File: config.mk
export PLATFORM = sky130hd
export DESIGN_NAME = apb_slave_mem_flat
export DESIGN_NICKNAME = d
export VERILOG_FILES = /design/src/rtl/apb_slave_mem_if.sv /design/src/rtl/apb_slave_mem.sv /design/src/flat_wrapper.sv
export SDC_FILE = /design/constraint.sdc
export NUM_CORES = 1
export LEC_CHECK = 0
export CAP_MARGIN = 20
export CORE_MARGIN = 1.5
export CORE_UTILIZATION = 55
export DETAILED_ROUTE_END_ITERATION = 10
export GPL_ROUTABILITY_DRIVEN = 0
export PLACE_DENSITY = 0.77
export SLEW_MARGIN = 10
export SYNTH_ARGS = -nofsm -noshare
export SYNTH_HDL_FRONTEND = slang
export SYNTH_SLANG_ARGS = --single-unit
File: constraint.sdc
create_clock -name pclk -period 7 [get_ports pclk]
set_input_delay 1.4 -clock pclk [delete_from_list [all_inputs] [get_ports pclk]]
set_output_delay 1.4 -clock pclk [all_outputs]
set_load 0.005 [all_outputs]
File: src/rtl/apb_slave_mem_if.sv
// apb_slave_mem_if: APB bus signals between a master and the apb_slave_mem slave
interface apb_slave_mem_if;
  logic [1:0] pselx;
  logic penable;
  logic pwrite;
  logic [31:0] paddr;
  logic [31:0] pwdata;
  logic pready;
  logic [31:0] prdata;
  logic pslverr;
  modport master (output pselx, penable, pwrite, paddr, pwdata, input pready, prdata, pslverr);
  modport slave (input pselx, penable, pwrite, paddr, pwdata, output pready, prdata, pslverr);
endinterface

File: src/rtl/apb_slave_mem.sv
// apb_slave_mem: APB slave with a 16-word register file, configurable wait states and error response
module apb_slave_mem #(
  parameter logic [1:0] SLV_ID = 2'b01,
  parameter int WAIT_CYCLES = 2,
  parameter logic [31:0] ID_VALUE = 32'hA0B0_0001
) (
  input logic pclk,
  input logic prst,
  apb_slave_mem_if.slave bus
);
  typedef enum logic [1:0] {IDLE, WAIT, RESP} state_t;
  state_t state, next_state;
  logic [3:0] cnt, next_cnt, idx;
  logic [31:0] addr, wdata, cur_addr, cur_wdata;
  logic [31:0] mem [16];
  logic write, cur_write, sel, capture, enter_resp, err;
  assign sel = bus.pselx == SLV_ID && bus.penable;
  always_comb begin
    next_state = state;
    next_cnt = cnt;
    capture = 1'b0;
    case (state)
      IDLE: if (sel) begin
        capture = 1'b1;
        next_state = WAIT_CYCLES > 0 ? WAIT : RESP;
        next_cnt = WAIT_CYCLES > 0 ? 4'(WAIT_CYCLES - 1) : 4'd0;
      end
      WAIT: next_state = !sel ? IDLE : cnt == 4'd0 ? RESP : WAIT;
      default: next_state = IDLE;
    endcase
    if (state == WAIT && sel && cnt != 4'd0) next_cnt = cnt - 4'd1;
  end
  // With zero wait cycles the response is formed from the live bus on the capture edge
  assign cur_addr = state == IDLE ? bus.paddr : addr;
  assign cur_wdata = state == IDLE ? bus.pwdata : wdata;
  assign cur_write = state == IDLE ? bus.pwrite : write;
  assign idx = cur_addr[5:2];
  assign err = cur_addr[31:6] != '0 || cur_addr[1:0] != 2'b00 || (cur_write && idx == 4'hF);
  assign enter_resp = next_state == RESP && state != RESP;
  always_ff @(posedge pclk) begin
    if (!prst) begin
      state <= IDLE;
      cnt <= '0;
      addr <= '0;
      wdata <= '0;
      write <= 1'b0;
      bus.pready <= 1'b0;
      bus.pslverr <= 1'b0;
      bus.prdata <= '0;
      for (int i = 0; i < 16; i++) mem[i] <= '0;
    end else begin
      state <= next_state;
      cnt <= next_cnt;
      if (capture) begin
        addr <= bus.paddr;
        wdata <= bus.pwdata;
        write <= bus.pwrite;
      end
      bus.pready <= enter_resp;
      bus.pslverr <= enter_resp && err;
      if (enter_resp && cur_write && !err) mem[idx] <= cur_wdata;
      if (enter_resp && !cur_write) bus.prdata <= err ? '0 : idx == 4'hF ? ID_VALUE : mem[idx];
    end
  end
endmodule

File: src/flat_wrapper.sv
// flat-port wrapper written by rule: the top's interface ports become plain ports
module apb_slave_mem_flat 
#(
  parameter logic [1:0] SLV_ID = 2'b01,
  parameter int WAIT_CYCLES = 2,
  parameter logic [31:0] ID_VALUE = 32'hA0B0_0001
)
  (pclk, prst, bus_pselx, bus_penable, bus_pwrite, bus_paddr, bus_pwdata, bus_pready, bus_prdata, bus_pslverr);
  apb_slave_mem_if bus_i ();
  input logic pclk;
  input logic prst;
  input wire logic [$bits(bus_i.pselx)-1:0] bus_pselx;
  input wire logic [$bits(bus_i.penable)-1:0] bus_penable;
  input wire logic [$bits(bus_i.pwrite)-1:0] bus_pwrite;
  input wire logic [$bits(bus_i.paddr)-1:0] bus_paddr;
  input wire logic [$bits(bus_i.pwdata)-1:0] bus_pwdata;
  output wire logic [$bits(bus_i.pready)-1:0] bus_pready;
  output wire logic [$bits(bus_i.prdata)-1:0] bus_prdata;
  output wire logic [$bits(bus_i.pslverr)-1:0] bus_pslverr;
  assign bus_i.pselx = bus_pselx;
  assign bus_i.penable = bus_penable;
  assign bus_i.pwrite = bus_pwrite;
  assign bus_i.paddr = bus_paddr;
  assign bus_i.pwdata = bus_pwdata;
  assign bus_pready = bus_i.pready;
  assign bus_prdata = bus_i.prdata;
  assign bus_pslverr = bus_i.pslverr;
  apb_slave_mem #(.SLV_ID(SLV_ID), .WAIT_CYCLES(WAIT_CYCLES), .ID_VALUE(ID_VALUE)) u_core (.pclk(pclk), .prst(prst), .bus(bus_i));
endmodule
==> metrics.csv, run 1 <==
metric,value,unit
syn_inst,2281,
swShare,22.8,%
avgSynthCellArea,11.0,um2
critPathKind,input pin to flip-flop,
crit_slowest_cell,o21ai_4,
grt_first_pass_wirelength,105000,um
cp_data_arrival_time,5.09,ns
slew_headroom,27.3,%
grt-ovfl-total,0,
cts_root_buf,clkbuf_16,
slowest_delay,0.93,ns
status,"complete, no violations",
chipHeight,217,um
post-cts-setup-buffer-count,0,
syn_to_final_growth,14.7,%
ant_nets,0,
drtPass1Iterations,6,
synth_compound_area_share,12.2,%
cp_max_fo,71,
synth_cell_types,49,
worst_pin_slew,1.09,ns
required,7.30,ns
stdcell_area,28800,um2
numClockSinks,611,
synth_top_area_cell,edfxtp_1,
ys_ff_latch,611,
path_buf_inv,2,
route.detailed.drc,0,
synth_mux_area_share,0.0848,%
final_common_cell,edfxtp_1,
cts_tree,yes,
port-buffer-count,103,
cts.repair.resized,0,
final_nets,2416,
synth.area.top_cells,"edfxtp_1 61%, dfxtp_1 8.4%, nor2_1 7.2%, nand2_1 6.1%, o22ai_1 5.0%",
dieArea,46900,um2
switching_power,1.75,mW
start_kind,input pin,
row_count,78,
die_w,217,um
peakVddDrop,193,uV
finalSetupTns,0,ns
critPathTopFamily,simple AND/OR/NAND/NOR gates,
synth_fa_ha_area_share,0.0998,%
p_clk_share,40.3,%
vias,18800,
grt_antenna_before_repair,0,
fin_crit,4.79,ns
setup_viol,0,
clk_pin_slew,0.06,ns
endpoint_kind,flip-flop,
setup_ws,2.21,ns
via_per_inst,6.29,
start_util,55.5,%
dp_slack,1.60,ns
max_freq,0.209,GHz
drtIter0Drc,2466,
grt_pass1_vias,18300,
netlist.area_leader.share,60.6,%
utilization,63.6,%
core_area,45200,um2
dp_hpwl,40200,um
hold_violations,0,
power_per_cell_area,267,nW/um2
cp_cell_sequence,clkdlybuf4s50_1 > or4_1 > o31a_2 > or3_4 > o21ai_4 > buf_4,
cts_hold_buf,0,
h-tree-depth,2,
yosys_most_used_dff,edfxtp_1,
grt_usage,29.6,%
synth_edf_count,506,
clock-skew-final,0.0220,ns
synth_xor_area_share,0.0349,%
drv_cap,0,
cts_made_buffers,59,
clock_path_buffers,3,
p_comb_share,6.4,%
yosys_warnings,0,
maxSlewViolCount,0,
drive_above_1_share,7.81,%
nFillCells,3396,
yosysSeqAreaShare,69.0,%
mostFrequentLayoutCells,"506 x edfxtp_1, 475 x nor2_1, 405 x nand2_1, 200 x o22ai_1, 126 x o21ai_0",
synthArstFlopShare,0,%
synth_top_family_by_area,simple AND/OR/NAND/NOR gates,
p_total,7.67,mW
rsz0062_at_grt,false,
leakage,9.23,nW
intPower,5.93,mW
hp-class,flip-flop to flip-flop,
io_pins,104,
wl_per_cell,23.3,um
grt_max_degree,78,
syn_area,25100,um2
wl,69700,um
period_share,68.5,%
diodes,0,
place_area,26900,um2
power_frac_seq,53.3,%
insertion_delay,0.63,ns
yosys.area_share.simple,15.6,%
-- flip-flops by register name, summed over array words and instances (netlist names) --
| signal | flops |
|---|---|
| u_core.mem | 506 |
| u_core.addr | 32 |
| u_core.bus.prdata | 32 |
| u_core.wdata | 32 |
| u_core.cnt | 4 |
| u_core.state | 2 |
| u_core.bus.pready | 1 |
| u_core.bus.pslverr | 1 |
| u_core.write | 1 |
-- layer usage --
layer | global-route usage (%) | wire, um | vias up
li1 | - | - | 8304
met1 | 39.6 | 25600 | 9016
met5 | 0 | 0 | -
met2 | 47.6 | 33200 | 1321
met4 | 12.2 | 2360 | 0
met3 | 6.11 | 8510 | 201
-- synthesized netlist by cell type, types with 2 or more instances --
library cell and n:
inv_1 6, o41ai_1 6, nor4_1 15, a22oi_1 50
edfxtp_1 506, o21ai_1 4, o21ai_2 2, or4b_1 2
nand2_1 405, or3_1 3, buf_6 2, nand3_1 8
dfxtp_1 105, nand2b_1 5, nor2_4 10, clkbuf_1 105
o22ai_1 200, ha_1 2, buf_2 45, a21oi_1 100
or4_1 2, nor2_1 479, o31a_1 2, nor3_1 3
nand4_1 28, o21a_1 7, buf_1 16, o21ai_0 142
-- power by group through the flow --
stage	clock network (mW)	registers, mW	logic [mW]
after global placement	0	4.16	0.461
after floorplan	0	4.16	0.260
after detailed placement	0	4.16	0.476
final	3.10	4.09	0.490
after CTS	3.10	4.09	0.478
after global routing	3.25	4.10	0.517
-- cells by family after synthesis --
| logic type | after synthesis |
|---|---|
| XOR/XNOR | 1 |
| multiplexers | 2 |
| AND/OR/NAND/NOR | 969 |
| buffers and inverters | 176 |
| flip-flops | 611 |
| AO/OA/AOI/OAI | 519 |
| other | 1 |
| adder cells (fa/ha/maj) | 2 |
-- layout make-up --
cell class	instances	area, um2	share of cell area (%)
timing repair buffer	146	1410	4.92
clock inverter	27	224	0.779
inverter	7	27.5	0.0957
multi-input combinational	1519	7400	25.8
sequential	611	17300	60.2
clock buffer	84	1630	5.68
tap	600	751	2.61
-- worst min-delay path, stage by stage, from the launching register on --
cell and delay (ns):
dfxtp_1 0.31, nand2_1 0.05, nand2_1 0.04
-- metrics by stage --
step                      hold WS (ns)  instances
after floorplan                  0.435       2306
after global placement           0.429       2879
after detailed placement         0.431       2882
after CTS                        0.440       2993
after global routing             0.469       2994
final                            0.438       2994
-- path summary, 6_finish.rpt --
path / slack, ns / cells past startpoint / from / endpoint
setup / recovery: 2.21 / 6 / bus_paddr[2] / u_core.mem[12][5]$_SDFFCE_PN0P_
setup reg to reg: 2.71 / 6 / u_core.state[0]$_SDFF_PN0_ / u_core.mem[4][3]$_SDFFCE_PN0P_
hold / removal: 0.44 / 2 / u_core.bus.prdata[20]$_SDFFE_PN0P_ / u_core.bus.prdata[20]$_SDFFE_PN0P_
hold reg to reg: 0.44 / 2 / u_core.bus.prdata[20]$_SDFFE_PN0P_ / u_core.bus.prdata[20]$_SDFFE_PN0P_
No activity file was read; power rests on OpenSTA's default activity.
==> inputs of run 2 (changes only) <==
- clock period: 7 -> 4.6 ns (I/O delays scaled with it)
==> metrics.csv, run 2 (synthesis gave the netlist of run 1 again) <==
metric,value,unit
syn_to_final_growth,16.2,%
power_per_cell_area,410,nW/um2
dp.cells,2907,
dp_hpwl,42700,um
path_common_cell,buf_4,
die_w,217,um
crit_slowest_cell,or4_4,
grt-ovfl-total,0,
final_nets,2441,
cp.depth,9,
chipHeight,217,um
drtIter0Drc,2430,
largest_register,u_core.mem,
cts_made_buffers,59,
worst_pin_slew,1.06,ns
required,4.89,ns
clk_pin_slew,0.06,ns
grt_first_pass_wirelength,106000,um
dieArea,46900,um2
cp_max_fo,28,
vias,18900,
drv_cap,0,
numClockSinks,611,
stdcell_area,29100,um2
grt_max_degree,101,
grt_usage,30.0,%
clock_path_buffers,3,
endpoint_kind,flip-flop,
core_area,45200,um2
io_pins,104,
final_common_cell,edfxtp_1,
fin_crit,3.47,ns
cts.repair.resized,0,
largest_reg_flops,506,
grt_antenna_before_repair,0,
grt_pass1_vias,18400,
max_freq,0.288,GHz
start_util,55.5,%
ant_nets,0,
drtPass1Iterations,5,
hold_violations,0,
route.detailed.drc,0,
port-buffer-count,103,
clock-skew-final,0.0165,ns
final_cells,3019,
cts_hold_buf,0,
status,"complete, no violations",
nFillCells,3292,
slew_headroom,29.3,%
wl,70500,um
peakVddDrop,322,uV
cts_tree,yes,
slowest_delay,0.59,ns
setup_viol,0,
drive_above_1_share,8.85,%
wl_per_cell,23.3,um
maxSlewViolCount,0,
critPathKind,input pin to flip-flop,
via_per_inst,6.27,
insertion_delay,0.63,ns
mostFrequentLayoutCells,"506 x edfxtp_1, 475 x nor2_1, 405 x nand2_1, 200 x o22ai_1, 126 x o21ai_0",
hp-class,flip-flop to flip-flop,
leakage,9.42,nW
rsz0062_at_grt,false,
utilization,64.4,%
path_buf_inv,3,
hold-path-cell-count,2,
r2r.worst_path.cells,7,
p_total,11.9,mW
post-cts-setup-buffer-count,0,
cp_data_arrival_time,3.76,ns
start_kind,input pin,
cp_cell_sequence,clkdlybuf4s50_1 > nor4_1 > nand3_1 > nor3_4 > nor2_1 > or4_4 > buf_4 > o21ai_4 > buf_4,
diodes,0,
row_count,78,
critPathTopFamily,simple AND/OR/NAND/NOR gates,
cts_root_buf,clkbuf_16,
period_share,75.5,%
h-tree-depth,2,
place_area,27100,um2
## run 2: cell count changes in the layout (fill, tap and decap cells not counted), sizes merged
| cell | delta |
|---|---|
| buf | +26 |
| bufinv | +4 |
| clkbuf | -9 |
| clkinv | +6 |
| clkinvlp | +1 |
| inv | -3 |
## run 2: through the flow
step / hold WS [ns] / TNS (ns) / worst slack [ns]
5_1_grt: 0.457 / 0 / 0.993
2_1_floorplan: 0.435 / -55.69 / -0.580
3_3_place_gp: 0.426 / 0 / 0.582
6_report: 0.435 / 0 / 1.13
3_5_place_dp: 0.429 / 0 / 0.520
4_1_cts: 0.438 / 0 / 1.15
## run 2: routing by layer
metal  GRT usage (%)  wire length [um]  share of wire [%]
met1            38.7             25400                 36
met2            48.2             33400                 47
met3            7.05              8520                 12
met4            13.9              3150                4.5
met5               0                 0                  0
## run 2: worst reg2reg max path, delay by kind of cell, from the launching register on
kind | cells | cell delay [ns]
AND/OR/NAND/NOR | 5 | 1.40
buffers and inverters | 2 | 1.05
flip-flops | 1 | 0.57
## run 2: path summary, 6_finish.rpt
check                                startpoint                                 end  slack (ns)
max                               bus_paddr[19]      u_core.mem[7][8]$_SDFFCE_PN0P_        1.13
min          u_core.bus.prdata[20]$_SDFFE_PN0P_  u_core.bus.prdata[20]$_SDFFE_PN0P_        0.43
max reg2reg          u_core.state[0]$_SDFF_PN0_      u_core.mem[5][4]$_SDFFCE_PN0P_        1.30
min reg2reg  u_core.bus.prdata[20]$_SDFFE_PN0P_  u_core.bus.prdata[20]$_SDFFE_PN0P_        0.43
## run 2: final cells by class
| class | instances | area, um2 | area share, % |
|---|---|---|---|
| Clock buffer | 76 | 1630 | 5.61 |
| Multi-Input combinational cell | 1519 | 7400 | 25.4 |
| Tap cell | 600 | 751 | 2.58 |
| Clock inverter | 35 | 352 | 1.21 |
| Sequential cell | 611 | 17300 | 59.4 |
| Inverter | 7 | 27.5 | 0.0945 |
| Timing Repair Buffer | 171 | 1660 | 5.71 |
## run 2: report_power, final
group / total, mW / switching (mW) / internal (mW)
sequential: 6.22 / 0.0645 / 6.16
combinational: 0.772 / 0.533 / 0.239
clock: 4.95 / 2.06 / 2.89
